==> config.mk <==
export PLATFORM = sky130hd
export DESIGN_NAME = instr_sequencer
export DESIGN_NICKNAME = d
export VERILOG_FILES = /design/src/rtl/seq_pkg.sv /design/src/rtl/seq_decode.sv /design/src/rtl/instr_sequencer.sv
export SDC_FILE = /design/constraint.sdc
export NUM_CORES = 1
export LEC_CHECK = 0
export CAP_MARGIN = 10
export CORE_ASPECT_RATIO = 0.75
export CORE_MARGIN = 2
export CORE_UTILIZATION = 56
export DETAILED_ROUTE_END_ITERATION = 12
export DONT_BUFFER_PORTS = 1
export GPL_TIMING_DRIVEN = 0
export MAX_ROUTING_LAYER = met4
export PLACE_DENSITY = 0.81
export SYNTH_ARGS = -nofsm -noshare
export SYNTH_HDL_FRONTEND = slang
export SYNTH_SLANG_ARGS = --single-unit
==> constraint.sdc <==
create_clock -name clk -period 1.9 [get_ports clk]
set_input_delay 0.38 -clock clk [delete_from_list [all_inputs] [get_ports clk]]
set_output_delay 0.38 -clock clk [all_outputs]
set_load 0.02 [all_outputs]
==> src/rtl/seq_pkg.sv <==
// Shared encodings for the CPU instruction sequencer: state codes, opcodes,
// ALU function select and the decode result record.
package seq_pkg;

  localparam int INSTR_W           = 23;
  localparam int STATE_W           = 5;
  localparam int DEF_FETCH_TIMEOUT = 15;
  localparam int DEF_TO_W          = 8;

  typedef enum logic [STATE_W-1:0] {
    ST_IDLE   = 5'b00000,
    ST_LOAD   = 5'b00001,
    ST_MOV    = 5'b00010,
    ST_AR1    = 5'b00011,
    ST_AR2    = 5'b00100,
    ST_AR3    = 5'b00101,
    ST_NOP    = 5'b00110,
    ST_LATCH  = 5'b01000,
    ST_FETCH  = 5'b10000,
    ST_FAULT  = 5'b11110,
    ST_HALTED = 5'b11111
  } state_e;

  typedef enum logic [2:0] {
    OP_LOAD = 3'b000,
    OP_MOV  = 3'b001,
    OP_ADD  = 3'b010,
    OP_SUB  = 3'b011,
    OP_AND  = 3'b100,
    OP_XOR  = 3'b101,
    OP_NOP  = 3'b110,
    OP_HALT = 3'b111
  } opcode_e;

  typedef enum logic [1:0] {
    ALU_ADD = 2'b00,
    ALU_SUB = 2'b01,
    ALU_AND = 2'b10,
    ALU_XOR = 2'b11
  } alu_op_e;

  // Decode of one opcode: where LATCH goes next and whether alu_op reloads.
  typedef struct packed {
    state_e  nxt;
    logic    alu_ld;
    alu_op_e alu_op;
  } dec_t;

endpackage

==> src/rtl/seq_decode.sv <==
// Combinational opcode decode: next sequencer state and ALU function.
module seq_decode
  import seq_pkg::*;
(
  input  logic [2:0] opcode,
  output dec_t       dec
);

  logic [2:0] op_m2;

  always_comb begin
    op_m2      = opcode - 3'd2;
    dec.nxt    = ST_FAULT;
    dec.alu_ld = 1'b0;
    dec.alu_op = alu_op_e'(op_m2[1:0]);
    case (opcode_e'(opcode))
      OP_LOAD: dec.nxt = ST_LOAD;
      OP_MOV:  dec.nxt = ST_MOV;
      OP_ADD, OP_SUB, OP_AND, OP_XOR: begin
        dec.nxt    = ST_AR1;
        dec.alu_ld = 1'b1;
      end
      OP_NOP:  dec.nxt = ST_NOP;
      OP_HALT: dec.nxt = ST_HALTED;
      default: dec.nxt = ST_FAULT;
    endcase
  end

endmodule

==> src/rtl/instr_sequencer.sv <==
// Control FSM for the simple CPU: instruction latch, per-opcode sequencing,
// fetch watchdog. Define SEQ_INSTR_COUNT_EN to add the retired_cnt output.
module instr_sequencer
  import seq_pkg::*;
#(
  parameter int FETCH_TIMEOUT = DEF_FETCH_TIMEOUT,
  parameter int TO_W          = DEF_TO_W
) (
  input  logic               clk,
  input  logic               reset_n,
  input  logic               run,
  input  logic [INSTR_W-1:0] instr_in,
  input  logic               instr_valid,
  output logic [STATE_W-1:0] state,
  output logic [INSTR_W-1:0] ir,
  output logic [1:0]         alu_op,
  output logic               busy,
  output logic               retire,
  output logic               halted,
`ifdef SEQ_INSTR_COUNT_EN
  output logic               fault,
  output logic [15:0]        retired_cnt
`else
  output logic               fault
`endif
);

  localparam logic [TO_W-1:0] TO_LIMIT = TO_W'(FETCH_TIMEOUT);

  state_e             state_q, state_d;
  logic [INSTR_W-1:0] ir_q, ir_d;
  alu_op_e            alu_q, alu_d;
  logic [TO_W-1:0]    to_cnt_q, to_cnt_d, to_inc;
  dec_t               dec;

  seq_decode u_dec (
    .opcode (instr_in[22:20]),
    .dec    (dec)
  );

  always_comb begin
    state_d  = state_q;
    ir_d     = ir_q;
    alu_d    = alu_q;
    to_cnt_d = '0;
    to_inc   = (to_cnt_q == '1) ? to_cnt_q : to_cnt_q + 1'b1;
    case (state_q)
      ST_IDLE:  if (run) state_d = ST_LATCH;
      // run=0 wins over a simultaneous instr_valid so stop is deterministic
      ST_LATCH: begin
        if (!run) begin
          state_d = ST_IDLE;
        end else if (instr_valid) begin
          ir_d    = instr_in;
          state_d = dec.nxt;
          if (dec.alu_ld) alu_d = dec.alu_op;
        end else begin
          to_cnt_d = to_inc;
          if (to_inc >= TO_LIMIT) state_d = ST_FAULT;
        end
      end
      ST_LOAD, ST_MOV, ST_NOP: state_d = ST_FETCH;
      ST_AR1:   state_d = ST_AR2;
      ST_AR2:   state_d = ST_AR3;
      // AR3 already steps the PC, so no FETCH before the next latch
      ST_AR3:   state_d = ST_LATCH;
      ST_FETCH: state_d = ST_LATCH;
      ST_FAULT, ST_HALTED: if (!run) state_d = ST_IDLE;
      default:  state_d = ST_IDLE;
    endcase
  end

  always_ff @(posedge clk or negedge reset_n) begin
    if (!reset_n) begin
      state_q  <= ST_IDLE;
      ir_q     <= '0;
      alu_q    <= ALU_ADD;
      to_cnt_q <= '0;
    end else begin
      state_q  <= state_d;
      ir_q     <= ir_d;
      alu_q    <= alu_d;
      to_cnt_q <= to_cnt_d;
    end
  end

  assign state  = state_q;
  assign ir     = ir_q;
  assign alu_op = alu_q;
  assign retire = (state_q inside {ST_LOAD, ST_MOV, ST_AR3, ST_NOP});
  assign busy   = !(state_q inside {ST_IDLE, ST_HALTED, ST_FAULT});
  assign halted = (state_q == ST_HALTED);
  assign fault  = (state_q == ST_FAULT);

`ifdef SEQ_INSTR_COUNT_EN
  logic [15:0] rcnt_q;

  always_ff @(posedge clk or negedge reset_n) begin
    if (!reset_n)                                 rcnt_q <= '0;
    else if (state_q == ST_IDLE && run)           rcnt_q <= '0;
    else if (retire && rcnt_q != 16'hFFFF)        rcnt_q <= rcnt_q + 16'd1;
  end

  assign retired_cnt = rcnt_q;
`endif

endmodule

==> results_dict.tcl <==
set metrics [dict create \
    vdd_drop_max_mv 1.02 \
    yosysTopAreaCellShare_pct 49.0 \
    dr.pass1.iters 4 \
    layout_common_cells "dfrtp_1, mux2_4, nor2_1" \
    grt_antenna_before_repair 0 \
    dpl_worst_slack_ns -0.0217 \
    fin_skew_ns 0.00730 \
    regToRegSetupSlack_ns 0.07 \
    multi_input_area_um2 947 \
    drt_iter0_markers 98 \
    cts.sinks 38 \
    rsz0062_at_grt "false" \
    routabilityCongestion 0.887 \
    grt_pass1_wl_mm 6.00 \
    switching_share_pct 37.0 \
    worstPathRequired_ns 2.07 \
    detail_route.wl_per_cell_um 18.3 \
    critical-path-max-stage-delay_ns 0.42 \
    drive_gt1_share_pct 37.4 \
    min-delay-start "instr_in[19]" \
    max-cap-violations 0 \
    postRouteAntennaNets 0 \
    crit_cells 7 \
    power.internal_w 0.00222 \
    synthesis.nets 189 \
    final_common_cell "dfrtp_1" \
    pin_count 61 \
    drc 0 \
    cts_tree "yes" \
    syn_area_per_cell_um2 12.1 \
    synthTopCellsByArea "dfrtp_1, mux2_4, mux2_2" \
    cp-endpoint "ir[9]" \
    synth.cell_area_um2 1940 \
    ys_types 37 \
    crit_top_cell "buf_6" \
    max_freq_mhz 547 \
    worstPathArrival_ns 2.00 \
    row_count 18 \
    dieArea_um2 3960 \
    hold_violations 0 \
    start_util_pct 58.6 \
    ys_seq_area_share_pct 49.0 \
    fin_total_pwr_w 0.00353 \
    period_minus_slack_ns 1.83 \
    synth_largest_area_cell "dfrtp_1" \
    numCtsBuffers 5 \
    combPwrFrac_pct 26.7 \
    r2r_cells 7 \
    setup_viol 0 \
    antenna_cells 0 \
    ys.flop_type "dfrtp_1" \
    die_h_um 55.0 \
    critPathLaunchType "flop" \
    h-tree-depth 2 \
    detail_route.vias_per_cell 5.94 \
    clk_pin_slew_ns 0.08 \
    grt_max_degree 39 \
    max-slew-margin-rel_pct 74.7 \
    syn_inst 161 \
    crit_chain "buf_2, nor2_1, and4_1, buf_6, nand2_4, buf_6, mux2_4" \
    ys_async_sr_fraction_pct 100 \
    hold_path_class "in2reg" \
    crit_buf_inv 3 \
    r2r_end "ir[9]" \
    core-area_um2 3310 \
    fp.dieW_um 72.0 \
    critPathLaunch "state[0]" \
    p_switching_w 0.00130 \
    pwr-share-clk_pct 23.9 \
    critical_path_class "reg2reg" \
    cts_root_buf "clkbuf_8" \
    status "finished clean" \
    synth_edf_count 0 \
    fill_cells 260 \
    vias 1253 \
    setup_slack_ns 0.0730 \
    critPathMaxFanout 10 \
    clock_path_buffers 2 \
    tightest_slew_ns 0.374 \
    r2r_start "state[0]" \
    grt_pass1_vias 1266 \
    grt_use_total_pct 21.2 \
    ys_warn_count 0 \
    power.density_nw_per_um2 1600 \
    wl_mm 3.87 \
    ys_seq_elements 38 \
    drv_slew 0 \
    power_frac_seq_pct 49.4 \
    dp_hpwl_mm 2.76 \
    fin_crit_sh_pct 96.2 \
    cp_top_family "buffers and inverters" \
    clk_latency_ns 0.29 \
    seq_area_um2 957 \
    leakagePower_nw 1.02 \
    endpoint_kind "flop" \
    crit_slowest_cell "dfrtp_2" \
    io_buffer_count 0 \
    overflow 0 \
    nets 198 \
    syn_to_final_growth_pct 13.3 \
]
==> stage by stage <==
stage	TNS, ns	hold slack (ns)	cells	instance area (um2)	utilization (%)
detailed placement	-0.0217	0.0854	201	1990	60.1
global route	0	0.215	211	2200	66.4
finish	0	0.230	211	2200	66.4
floorplan	0	0.0844	161	1940	-
CTS	-0.0412	0.225	211	2180	65.8
global placement	0	0.0855	201	1990	60.1
==> synth_stat cells (2+ instances only) <==
cell	instances
inv_1	2
buf_6	4
a211oi_1	3
mux2_4	18
and2_4	2
buf_2	2
mux2_2	7
xnor2_1	4
dfrtp_1	38
nor2_1	14
nand3_1	5
and2_1	2
nand2_1	12
o21ai_0	8
nor3_1	5
clkbuf_1	2
a21oi_1	7
and3_2	2
nand3b_1	2
and4_1	2
a31oi_1	4
==> power by group through the flow <==
| stage | registers, W | logic [W] | clock network [W] |
|---|---|---|---|
| 2_1_floorplan | 0.00166 | 0.000787 | 0 |
| 3_3_place_gp | 0.00173 | 0.000845 | 0 |
| 3_5_place_dp | 0.00174 | 0.000891 | 0 |
| 4_1_cts | 0.00174 | 0.000919 | 0.000857 |
| 5_1_grt | 0.00178 | 0.00103 | 0.000897 |
| 6_report | 0.00174 | 0.000941 | 0.000841 |
==> cells by family (layout without fill, tap and decap cells) <==
family                     after synthesis  in the layout  synth area share (%)
AOI/OAI and AO/OA                       27             27                  10.3
and+or+nand+nor                         54             54                  15.7
xor gates and xnor gates                 5              5                  2.26
DFF                                     38             38                  49.0
muxes                                   26             26                  18.5
adders and majority gates                1              1                 0.645
buffers and inverters                   10             20                  3.61
==> flip-flops by register name, summed over array words and instances (netlist names) <==
name,cells
alu_op,2
to_cnt_q,8
state,5
ir,23
==> what timing repair did <==
item,4_1_cts,5_1_grt
hold buffers,2,0
endpoints found under the hold margin,38,0
setup buffers,0,0
resized for setup,5,10
pin swaps,0,2
endpoints found under the setup margin,5,24
==> how the worst min path moves through the flow <==
stage                              to  depth (start not counted)  slack [ns]
after detailed placement  to_cnt_q[0]                          0        0.09
after CTS                      ir[12]                          1        0.22
after global placement    to_cnt_q[0]                          0        0.09
final                          ir[19]                          1        0.23
after floorplan             alu_op[0]                          0        0.08
after global routing            ir[7]                          1        0.21
==> per-layer routing <==
metal  track usage [%]  part of all wire [%]  routed length [um]
met5                 -                     0                   0
met4              8.18                  0.93                  36
met3              8.88                   7.7                 297
met2              33.2                    51                1970
met1              24.9                    41                1570
==> cell type report <==
| type | count | area share, % |
|---|---|---|
| flip-flops and latches | 38 | 43.5 |
| repair buffers | 2 | 1.37 |
| clock inverters | 2 | 2.73 |
| plain buffers | 8 | 2.96 |
| clock buffers | 6 | 3.75 |
| multi-input cells | 113 | 43.1 |
| inverters | 2 | 0.341 |
| well taps | 40 | 2.28 |
Power figures use the tool's default switching activity.
